$ cat src/rtl/booth_pkg.sv
// Shared types and default widths for the Booth multiplier issue stage.
package booth_pkg;

    localparam int WIDTH_IN      = 16;
    localparam int WIDTH_PRODUCT = 2 * WIDTH_IN;

    typedef enum logic [1:0] {
        IDLE  = 2'd0,
        ISSUE = 2'd1,
        WAIT  = 2'd2,
        HOLD  = 2'd3
    } issue_state_e;

endpackage

$ cat src/rtl/booth_issue_stage_op_fifo.sv
// Synchronous operand FIFO: wrap-bit pointers, occupancy count, no bypass.
module op_fifo #(
    parameter int WIDTH = 32,
    parameter int DEPTH = 4
) (
    input  logic                     clk,
    input  logic                     reset,
    input  logic                     push,
    input  logic [WIDTH-1:0]         wdata,
    input  logic                     pop,
    output logic [WIDTH-1:0]         rdata,
    output logic                     full,
    output logic                     empty,
    output logic [$clog2(DEPTH):0]   count
);
    localparam int AW = $clog2(DEPTH);
    localparam logic [AW:0] FULL_CNT = (AW+1)'(DEPTH);

    logic [WIDTH-1:0] mem_q [DEPTH];
    logic [AW:0]      wptr_q, rptr_q;
    logic             do_push, do_pop;

    assign count   = wptr_q - rptr_q;
    assign full    = (count == FULL_CNT);
    assign empty   = (wptr_q == rptr_q);
    // Full is judged on registered state, so a same-cycle pop never frees a slot early.
    assign do_push = push && !full;
    assign do_pop  = pop && !empty;
    assign rdata   = mem_q[rptr_q[AW-1:0]];

    always_ff @(posedge clk) begin
        if (reset) begin
            wptr_q <= '0;
            rptr_q <= '0;
        end else begin
            if (do_push) wptr_q <= wptr_q + 1'b1;
            if (do_pop)  rptr_q <= rptr_q + 1'b1;
        end
    end

    always_ff @(posedge clk) begin
        if (!reset && do_push) mem_q[wptr_q[AW-1:0]] <= wdata;
    end

endmodule

$ cat src/rtl/booth_issue_stage.sv
// Issue stage: queues operand pairs, launches one Booth multiply at a time,
// and holds each product until the downstream consumer takes it.
module booth_issue_stage #(
    parameter int WIDTH_IN      = booth_pkg::WIDTH_IN,
    parameter int WIDTH_PRODUCT = 2 * WIDTH_IN,
    parameter int DEPTH         = 4
) (
    input  logic                      clk,
    input  logic                      reset,
    input  logic                      op_valid,
    output logic                      op_ready,
    input  logic [WIDTH_IN-1:0]       op_a,
    input  logic [WIDTH_IN-1:0]       op_b,
    output logic [WIDTH_IN-1:0]       mul_in_a,
    output logic [WIDTH_IN-1:0]       mul_in_b,
    output logic                      mul_valid_in,
    input  logic                      mul_valid_out,
    input  logic [WIDTH_PRODUCT-1:0]  mul_product,
    output logic                      res_valid,
    input  logic                      res_ready,
    output logic [WIDTH_PRODUCT-1:0]  res_product,
    output logic [WIDTH_IN-1:0]       res_a,
    output logic [WIDTH_IN-1:0]       res_b,
    output logic [$clog2(DEPTH):0]    fifo_count,
    output logic                      err_spurious
);
    import booth_pkg::*;

    issue_state_e               state_q, state_d;
    logic [WIDTH_IN-1:0]        a_q, a_d, b_q, b_d;
    logic [WIDTH_IN-1:0]        res_a_q, res_a_d, res_b_q, res_b_d;
    logic [WIDTH_PRODUCT-1:0]   res_p_q, res_p_d;
    logic                       res_valid_q, res_valid_d;
    logic                       err_q, err_d;

    logic [2*WIDTH_IN-1:0]      fifo_rdata;
    logic                       fifo_full, fifo_empty, fifo_pop;

    op_fifo #(
        .WIDTH (2 * WIDTH_IN),
        .DEPTH (DEPTH)
    ) u_fifo (
        .clk   (clk),
        .reset (reset),
        .push  (op_valid),
        .wdata ({op_a, op_b}),
        .pop   (fifo_pop),
        .rdata (fifo_rdata),
        .full  (fifo_full),
        .empty (fifo_empty),
        .count (fifo_count)
    );

    always_comb begin
        state_d     = state_q;
        a_d         = a_q;
        b_d         = b_q;
        res_a_d     = res_a_q;
        res_b_d     = res_b_q;
        res_p_d     = res_p_q;
        res_valid_d = res_valid_q;
        err_d       = err_q;
        fifo_pop    = 1'b0;
        unique case (state_q)
            IDLE: begin
                if (!fifo_empty) begin
                    fifo_pop = 1'b1;
                    a_d      = fifo_rdata[2*WIDTH_IN-1:WIDTH_IN];
                    b_d      = fifo_rdata[WIDTH_IN-1:0];
                    state_d  = ISSUE;
                end
            end
            ISSUE: state_d = WAIT;
            WAIT: begin
                if (mul_valid_out) begin
                    res_p_d     = mul_product;
                    res_a_d     = a_q;
                    res_b_d     = b_q;
                    res_valid_d = 1'b1;
                    state_d     = HOLD;
                end
            end
            HOLD: begin
                if (res_ready) begin
                    res_valid_d = 1'b0;
                    state_d     = IDLE;
                end
            end
            default: state_d = IDLE;
        endcase
        // A done pulse outside WAIT carries no data we can trust; flag it and keep it.
        if (mul_valid_out && state_q != WAIT) err_d = 1'b1;
    end

    always_ff @(posedge clk) begin
        if (reset) begin
            state_q     <= IDLE;
            a_q         <= '0;
            b_q         <= '0;
            res_a_q     <= '0;
            res_b_q     <= '0;
            res_p_q     <= '0;
            res_valid_q <= 1'b0;
            err_q       <= 1'b0;
        end else begin
            state_q     <= state_d;
            a_q         <= a_d;
            b_q         <= b_d;
            res_a_q     <= res_a_d;
            res_b_q     <= res_b_d;
            res_p_q     <= res_p_d;
            res_valid_q <= res_valid_d;
            err_q       <= err_d;
        end
    end

    assign op_ready     = !fifo_full;
    assign mul_in_a     = a_q;
    assign mul_in_b     = b_q;
    assign mul_valid_in = (state_q == ISSUE);
    assign res_valid    = res_valid_q;
    assign res_product  = res_p_q;
    assign res_a        = res_a_q;
    assign res_b        = res_b_q;
    assign err_spurious = err_q;

endmodule

$ cat config.mk
export PLATFORM = sky130hd
export DESIGN_NAME = booth_issue_stage
export DESIGN_NICKNAME = d
export VERILOG_FILES = /design/src/rtl/booth_pkg.sv /design/src/rtl/booth_issue_stage_op_fifo.sv /design/src/rtl/booth_issue_stage.sv
export SDC_FILE = /design/constraint.sdc
export NUM_CORES = 1
export LEC_CHECK = 0
export CAP_MARGIN = 0
export CORE_AREA = 3 3 141 143
export CTS_CLUSTER_DIAMETER = 80
export DETAILED_ROUTE_END_ITERATION = 10
export DIE_AREA = 0 0 144 146
export GPL_TIMING_DRIVEN = 0
export HOLD_SLACK_MARGIN = 0.02
export PLACE_DENSITY = 0.74
export SLEW_MARGIN = 20
export SYNTH_ARGS = -nofsm -noshare
export SYNTH_HDL_FRONTEND = slang
export SYNTH_SLANG_ARGS = --single-unit
$ cat constraint.sdc
create_clock -name clk -period 4.47 [get_ports clk]
set_input_delay 0.447 -clock clk [delete_from_list [all_inputs] [get_ports clk]]
set_output_delay 0.447 -clock clk [all_outputs]
set_load 0.05 [all_outputs]
Word level (Yosys, flattened, before mapping)
Memories as Yosys holds them, arrays and structs flattened. A register that Yosys moved wholly into a read port is not among the register bits.
Index checks and enable logic that the tools add are counted.
{ "word_totals": {"word_cells": 46, "ff_bits": 74, "output_inout_bits": 103, "mem_bits_rw": 128, "memories": 1} }
{ "classes": {"bitwise_logic": 1, "add_sub_neg": 3, "n_reduce_logical": 13, "eq_ne": 9, "mux": 11} }
{ "mem_list": {"columns": ["memory", "depth", "width", "rd", "rd_clocked_by_memory_dff", "wr", "line_no", "rtl"], "rows": [
  ["u_fifo.mem_q", 4, 32, 1, 1, 1, "booth_issue_stage_op_fifo.sv:19", "logic [WIDTH-1:0] mem_q [DEPTH];"]
]} }
{ "op_table": {"columns": ["cell", "n"], "rows": [
  ["!= test 2 bit, second input constant", 4],
  ["one-hot mux 2 bit (4 select lines)", 1],
  ["adder 3 x 1 -> 3 bit, second input constant", 2],
  ["two-way mux 1 bit", 6],
  ["two-way mux 2 bit", 3],
  ["AND reduction 3 bit", 2],
  ["== test 2 bit, second input constant", 2],
  ["logical AND 1 bit", 4],
  ["AND reduction 2 bit", 2],
  ["== test 3 bit", 1],
  ["== test 3 bit, second input constant", 1],
  ["zero test 1 bit", 3],
  ["subtractor 3 bit", 1],
  ["== test 2 x 1 -> 1 bit, second input constant", 1],
  ["zero test 2 bit", 1],
  ["one-hot mux 1 bit (2 select lines)", 1],
  ["nonzero test 2 bit", 1],
  ["inverter 1 bit", 1]
]} }

Depth between registers and ports, before layout
{ "depth": {"ltp_word": 7, "ltp_mapped": 10} }

Modules after synthesis
From an unflattened synthesis, not the netlist that was laid out.
{ "unflattened": {"cells_unflattened": 667, "hier_area_um2": 8710.9} }
{ "by_module_without_submodules": {"columns": ["mod", "instances", "seq_area_each_um2", "cells_each", "area_per_inst_um2"], "rows": [
  ["op_fifo", 1, 4003.8, 218, 5084.9],
  ["booth_issue_stage", 1, 2001.9, 449, 3626.0]
]} }

Worst setup path after synthesis
Ideal clock, no wire load.
{ "synth_timing": {"kind": "reg2reg", "startpoint": "reg u_fifo.wptr_q[0]", "endpoint": "mem u_fifo.mem_q[0][0] (enable)", "n_path_buf": 0, "setup_slack_ns": -0.136, "stages_incl_launch_ff": 7, "required_time_ns": 4.002, "t_arrival_ns": 4.138, "setup_time_ns": 0.468, "cell_sequence": "dfxtp_1 -> inv_1 -> ha_1 -> fa_1 -> xor3_2 -> a31o_2 -> nor3b_1"} }
{ "synth_via": {"elab_chain_len": 7} }
{ "synth_lines": {"columns": ["item", "line_no", "rtl"], "rows": [
  ["start, declared", "booth_issue_stage_op_fifo.sv:20", "logic [AW:0] wptr_q, rptr_q;"],
  ["start signal, assigned", "booth_issue_stage_op_fifo.sv:36", "if (do_push) wptr_q <= wptr_q + 1'b1;"],
  ["subtractor 3 bit", "booth_issue_stage_op_fifo.sv:23", "assign count = wptr_q - rptr_q;"],
  ["net fifo_count[2]", "booth_issue_stage.sv:24", "output logic [$clog2(DEPTH):0] fifo_count,"],
  ["== test 3 bit", "booth_issue_stage_op_fifo.sv:24", "assign full = (count == FULL_CNT);"],
  ["zero test 1 bit", "booth_issue_stage_op_fifo.sv:27", "assign do_push = push && !full;"],
  ["logical AND 1 bit", "booth_issue_stage_op_fifo.sv:27", null],
  ["logical AND 1 bit", "booth_issue_stage_op_fifo.sv:42", "if (!reset && do_push) mem_q[wptr_q[AW-1:0]] <= wdata;"],
  ["two-way mux 1 bit", "booth_issue_stage_op_fifo.sv:42", null],
  ["two-way mux 1 bit (not written as such)", "booth_issue_stage_op_fifo.sv:42", null],
  ["end, declared", "booth_issue_stage_op_fifo.sv:19", null]
]} }
The timed path passes the listed nets, and every way through them passes these cells.

Final worst setup path
{ "layout_timing": {"startpoint": "reg u_fifo.wptr_q[0]", "endpoint": "out op_ready"} }
{ "layout_via": {"elab_chain_len": 3} }
{ "layout_lines": {"columns": ["item", "line_no", "rtl"], "rows": [
  ["subtractor 3 bit", "booth_issue_stage_op_fifo.sv:23", null],
  ["== test 3 bit", "booth_issue_stage_op_fifo.sv:24", null],
  ["zero test 1 bit", "booth_issue_stage.sv:117", "assign op_ready = !fifo_full;"],
  ["end, declared", "booth_issue_stage.sv:11", "output logic op_ready,"]
]} }
Every way passes these cells.

==> tab_implementation.tex <==
\begin{tabular}{lr}
\hline
Metric & Value \\
\hline
\multicolumn{2}{l}{\textbf{Status}} \\
\quad Outcome & complete, no violations \\
\multicolumn{2}{l}{\textbf{Route}} \\
\quad DRC viols & 0 \\
\quad Remaining number of nets flagged by the antenna check after routing & 0 \\
\quad Router iterations before antenna repair & 4 \\
\quad DRC violation total after the first TritonRoute iteration & 304 \\
\quad Wire length per cell after detailed routing & 17.7 µm \\
\quad Vias & 5,686 \\
\quad Post-detailed-routing wire length & 19.9 mm \\
\quad DR vias/cell & 5.06 \\
\multicolumn{2}{l}{\textbf{CTS}} \\
\quad Clock Latency Late Sink & 500 ps \\
\quad Clock-pin slew reported for the worst setup and hold paths after clock tree synthesis & 60 ps \\
\quad Clock root cell & sky130\_fd\_sc\_hd\_\_clkbuf\_16 \\
\quad Number of CTS-inserted buffers & 23 \\
\quad Clk sink count & 234 \\
\quad Worst-case clock buffer depth & 3 \\
\quad Post-CTS setup buffer count & 0 \\
\quad Deepest level of the CTS H-tree & 1 \\
\quad Count of instances resized after the clock tree is built & 0 \\
\quad Number of buffers inserted for hold repair after clock tree synthesis & 0 \\
\quad TritonCTS clock tree & done \\
\multicolumn{2}{l}{\textbf{Global route}} \\
\quad First-pass GRT wire length & 30.8 mm \\
\quad Antenna violations before repair & 0 \\
\quad Total congestion overflow & 0 \\
\quad GRT Resource Usage Total & 0.186 \\
\quad Via count of the first global-routing pass & 5,631 \\
\quad Largest net degree at the start of global routing & 15 \\
\multicolumn{2}{l}{\textbf{STA}} \\
\quad Relative slew slack & 0.551 \\
\quad Slew at the pin closest to its max-slew limit & 673 ps \\
\quad Final critical-path setup slack & 1300 ps \\
\quad Worst clock skew & 14.6 ps \\
\quad Ratio of final minimum period to clock period & 0.709 \\
\quad Tmin final & 3170 ps \\
\quad RSZ-0062 raised after global routing & false \\
\quad Maximum clock frequency & 315 MHz \\
\quad Number of failing setup endpoints in the final timing report & 0 \\
\quad Fin Setup TNS & 0 ps \\
\quad Max-slew violation total from the final report & 0 \\
\quad Number of failing hold endpoints at the final stage & 0 \\
\multicolumn{2}{l}{\textbf{Cells and area}} \\
\quad Layout overhead on the synthesized area & 33.5\% \\
\quad Fill cell total of the finished layout & 1,474 \\
\quad Share of post-route cells with drive strength above 1 & 0.113 \\
\quad Nets & 955 \\
\quad Diodes inserted & 0 \\
\quad Number of standard cells in the final layout excluding fillers & 1,124 \\
\quad Core utilization of the finished layout & 0.611 \\
\multicolumn{2}{l}{\textbf{Hold path}} \\
\quad Worst Hold Launch & res\_product[28] \\
\quad Worst Hold Class & reg -> reg \\
\quad Min-Delay Endpoint & res\_product[28] \\
\quad WHS Path Cells & 2 \\
\multicolumn{2}{l}{\textbf{Yosys}} \\
\quad Post-synth top area cell & sky130\_fd\_sc\_hd\_\_edfxtp\_1 \\
\quad Nets in the synthesized netlist & 743 \\
\quad Most common flop cell mapped by yosys & sky130\_fd\_sc\_hd\_\_edfxtp\_1 \\
\quad Sequential cell area fraction in the yosys report & 0.697 \\
\quad Post-synthesis cell type count & 31 \\
\quad Count of warnings emitted by yosys & 0 \\
\quad Synth Cell Area & 0.00856 mm² \\
\quad Main area contributors after synthesis & sky130\_fd\_sc\_hd\_\_edfxtp\_1 45\%, sky130\_fd\_sc\_hd\_\_dfxtp\_1 25\%, sky130\_fd\_sc\_hd\_\_nand2\_1 8.6\% \\
\quad Top-area cell type share of the netlist area & 0.449 \\
\quad Syn avg cell area & 13.0 µm² \\
\quad Flip-flop and latch count after synthesis & 234 \\
\quad Number of flops mapped to enable cells by yosys & 128 \\
\quad Cells after Synth & 661 \\
\quad FFs w/ async S/R, synth & 0 \\
\multicolumn{2}{l}{\textbf{Run}} \\
\quad Reported max-cap violation count & 0 \\
\multicolumn{2}{l}{\textbf{Die}} \\
\quad Area inside the core boundary & 0.0187 mm² \\
\quad Area enclosed by the die boundary & 0.0210 mm² \\
\quad Y dimension of the die & 146 µm \\
\quad Initial Util & 0.458 \\
\quad Horizontal die dimension & 144 µm \\
\quad Top-level I/O count & 172 \\
\quad Cell Rows & 50 \\
\multicolumn{2}{l}{\textbf{Pwr}} \\
\quad Clock network fraction of total power & 0.264 \\
\quad Standby leakage power & 0.00383 µW \\
\quad Final Total Pwr & 6750 µW \\
\quad Total power divided by cell area & 591 mW/mm² \\
\quad Proportion of total power due to net switching & 0.354 \\
\quad Net load switching power & 2390 µW \\
\quad Register share of total power & 0.404 \\
\quad Comb power frac & 0.331 \\
\quad Internal power of the cells & 4360 µW \\
\quad Maximum vdd drop & 296 µV \\
\multicolumn{2}{l}{\textbf{Placement}} \\
\quad Buffers added on ports & 171 \\
\quad Post-DP HPWL & 14.5 mm \\
\quad Gp weighted congestion & 0.808 \\
\quad Cell count after placement & 1,082 \\
\quad Setup slack after placement & 1270 ps \\
\multicolumn{2}{l}{\textbf{Critical path}} \\
\quad R2R Setup Slk & 1330 ps \\
\quad Slowest stage cell on the critical path & sky130\_fd\_sc\_hd\_\_clkdlybuf4s50\_1 \\
\quad Delay of the slowest critical-path stage & 800 ps \\
\quad Crit. End Element & primary output \\
\quad Maximum fanout along the worst path & 4 \\
\quad Reg2Reg Launch Point & u\_fifo.wptr\_q[0] \\
\quad FF-to-FF End & u\_fifo.mem\_q[0][22] \\
\quad Kind of start point of the critical path & register \\
\quad Buffers plus inverters on the worst setup path & 2 \\
\quad Worst Path Class, Setup & reg -> out \\
\quad Number of cells on the worst reg-to-reg path & 10 \\
\quad Worst path cell trace & inv\_1 > ha\_1 > fa\_1 > xor3\_2 > nand3\_2 > clkdlybuf4s50\_1 \\
\quad Endpoint arrival time on the critical path & 2720 ps \\
\quad Top delay family on crit path & buffers and inverters \\
\quad Required time of the worst setup path & 4020 ps \\
\hline
\end{tabular}
[through the flow]
stage / hold slack, ps / instance area (µm²)
floorplan: 511 / 8560
global placement: 442 / 10600
detailed placement: 445 / 10700
CTS: 454 / 11400
global route: 468 / 11400
finish: 454 / 11400
[synth_stat cells (all sizes together), types with 4 or more instances]
master,count
nand2,197
edfxtp,128
dfxtp,106
a21oi,99
mux4,32
clkbuf,23
buf,17
ha,12
nor2,11
inv,10
nor3b,4
[how the worst max path moves through the flow]
| stage | startpoint | end | cells past startpoint |
|---|---|---|---|
| finish | u_fifo.wptr_q[0] | op_ready | 6 |
| global route | u_fifo.wptr_q[0] | u_fifo.mem_q[0][21] | 10 |
| CTS | u_fifo.wptr_q[0] | op_ready | 6 |
| detailed placement | u_fifo.wptr_q[0] | u_fifo.mem_q[0][24] | 10 |
| global placement | u_fifo.wptr_q[0] | u_fifo.mem_q[2][25] | 6 |
| floorplan | u_fifo.wptr_q[0] | u_fifo.mem_q[0][0] | 6 |
[tightest hold or removal path: stages (launching register included)]
cell,delay (ps)
sky130_fd_sc_hd__dfxtp_1,310
sky130_fd_sc_hd__nand2_1,50
sky130_fd_sc_hd__a21oi_1,50
[layer usage]
layer / part of all wire / vias to the layer above / track usage
met2: 0.49 / 161 / 0.314
met3: 0.067 / 27 / 0.0388
met4: 0.018 / 0 / 0.0457
li1: - / 2756 / -
met1: 0.42 / 2742 / 0.246
met5: 0 / - / 0
[area by class of cell]
type / count / area (µm²) / area share
Multi-Input combinational cell: 377 / 2410 / 0.211
Timing Repair Buffer: 187 / 1850 / 0.162
Inverter: 10 / 37.5 / 0.00328
Tap cell: 234 / 293 / 0.0256
Buffer: 40 / 169 / 0.0148
Clock buffer: 28 / 604 / 0.0529
Clock inverter: 14 / 98.8 / 0.00865
Sequential cell: 234 / 5970 / 0.522
[placed cells by master (no fill, tap or decap), types with 2 or more instances in the layout]
cell type                         Yosys  layout
sky130_fd_sc_hd__xor2_1               2       2
sky130_fd_sc_hd__mux4_2              32      32
sky130_fd_sc_hd__buf_2                9       9
sky130_fd_sc_hd__clkinv_1             0       5
sky130_fd_sc_hd__edfxtp_1           128     128
sky130_fd_sc_hd__clkdlybuf4s50_1      0     171
sky130_fd_sc_hd__mux2i_1              2       2
sky130_fd_sc_hd__clkinv_2             0       4
sky130_fd_sc_hd__xnor2_1              2       2
sky130_fd_sc_hd__ha_1                12      12
sky130_fd_sc_hd__inv_1               10      10
sky130_fd_sc_hd__buf_6                0       5
sky130_fd_sc_hd__clkbuf_1            23      27
sky130_fd_sc_hd__dfxtp_1            106     106
sky130_fd_sc_hd__buf_4                2      13
sky130_fd_sc_hd__clkbuf_16            0      23
sky130_fd_sc_hd__nand2_1            197     197
sky130_fd_sc_hd__nor3b_2              0       4
sky130_fd_sc_hd__buf_1                6       6
sky130_fd_sc_hd__nand2b_1             2       2
sky130_fd_sc_hd__nor2_1              11      11
sky130_fd_sc_hd__a21oi_1             99      99
[cell families after synthesis]
logic type      after synthesis  share of synthesized area
flops                       234                      0.697
simple gates                218                      0.100
compound gates              106                     0.0641
buf+inv                      50                     0.0241
mux                          35                     0.0882
fa+ha+maj                    13                     0.0199
xor+xnor                      5                    0.00701
[sequential cells by signal, summed over array words and instances, names as in the netlist]
signal	cells
u_fifo.mem_q	128
res_product	32
res_a	16
res_b	16
state_q	2
u_fifo.wptr_q	3
res_valid	1
mul_in_b	16
mul_in_a	16
err_spurious	1
u_fifo.rptr_q	3
[power by group through the flow]
stage	sequential [µW]	combinational, µW	clock [µW]
final	2730	2240	1790
after global routing	2760	2400	1920
after CTS	2730	2270	1830
after detailed placement	2780	2260	0
after global placement	2780	2190	0
after floorplan	3250	975	0
(Power assumes the default switching activity.)
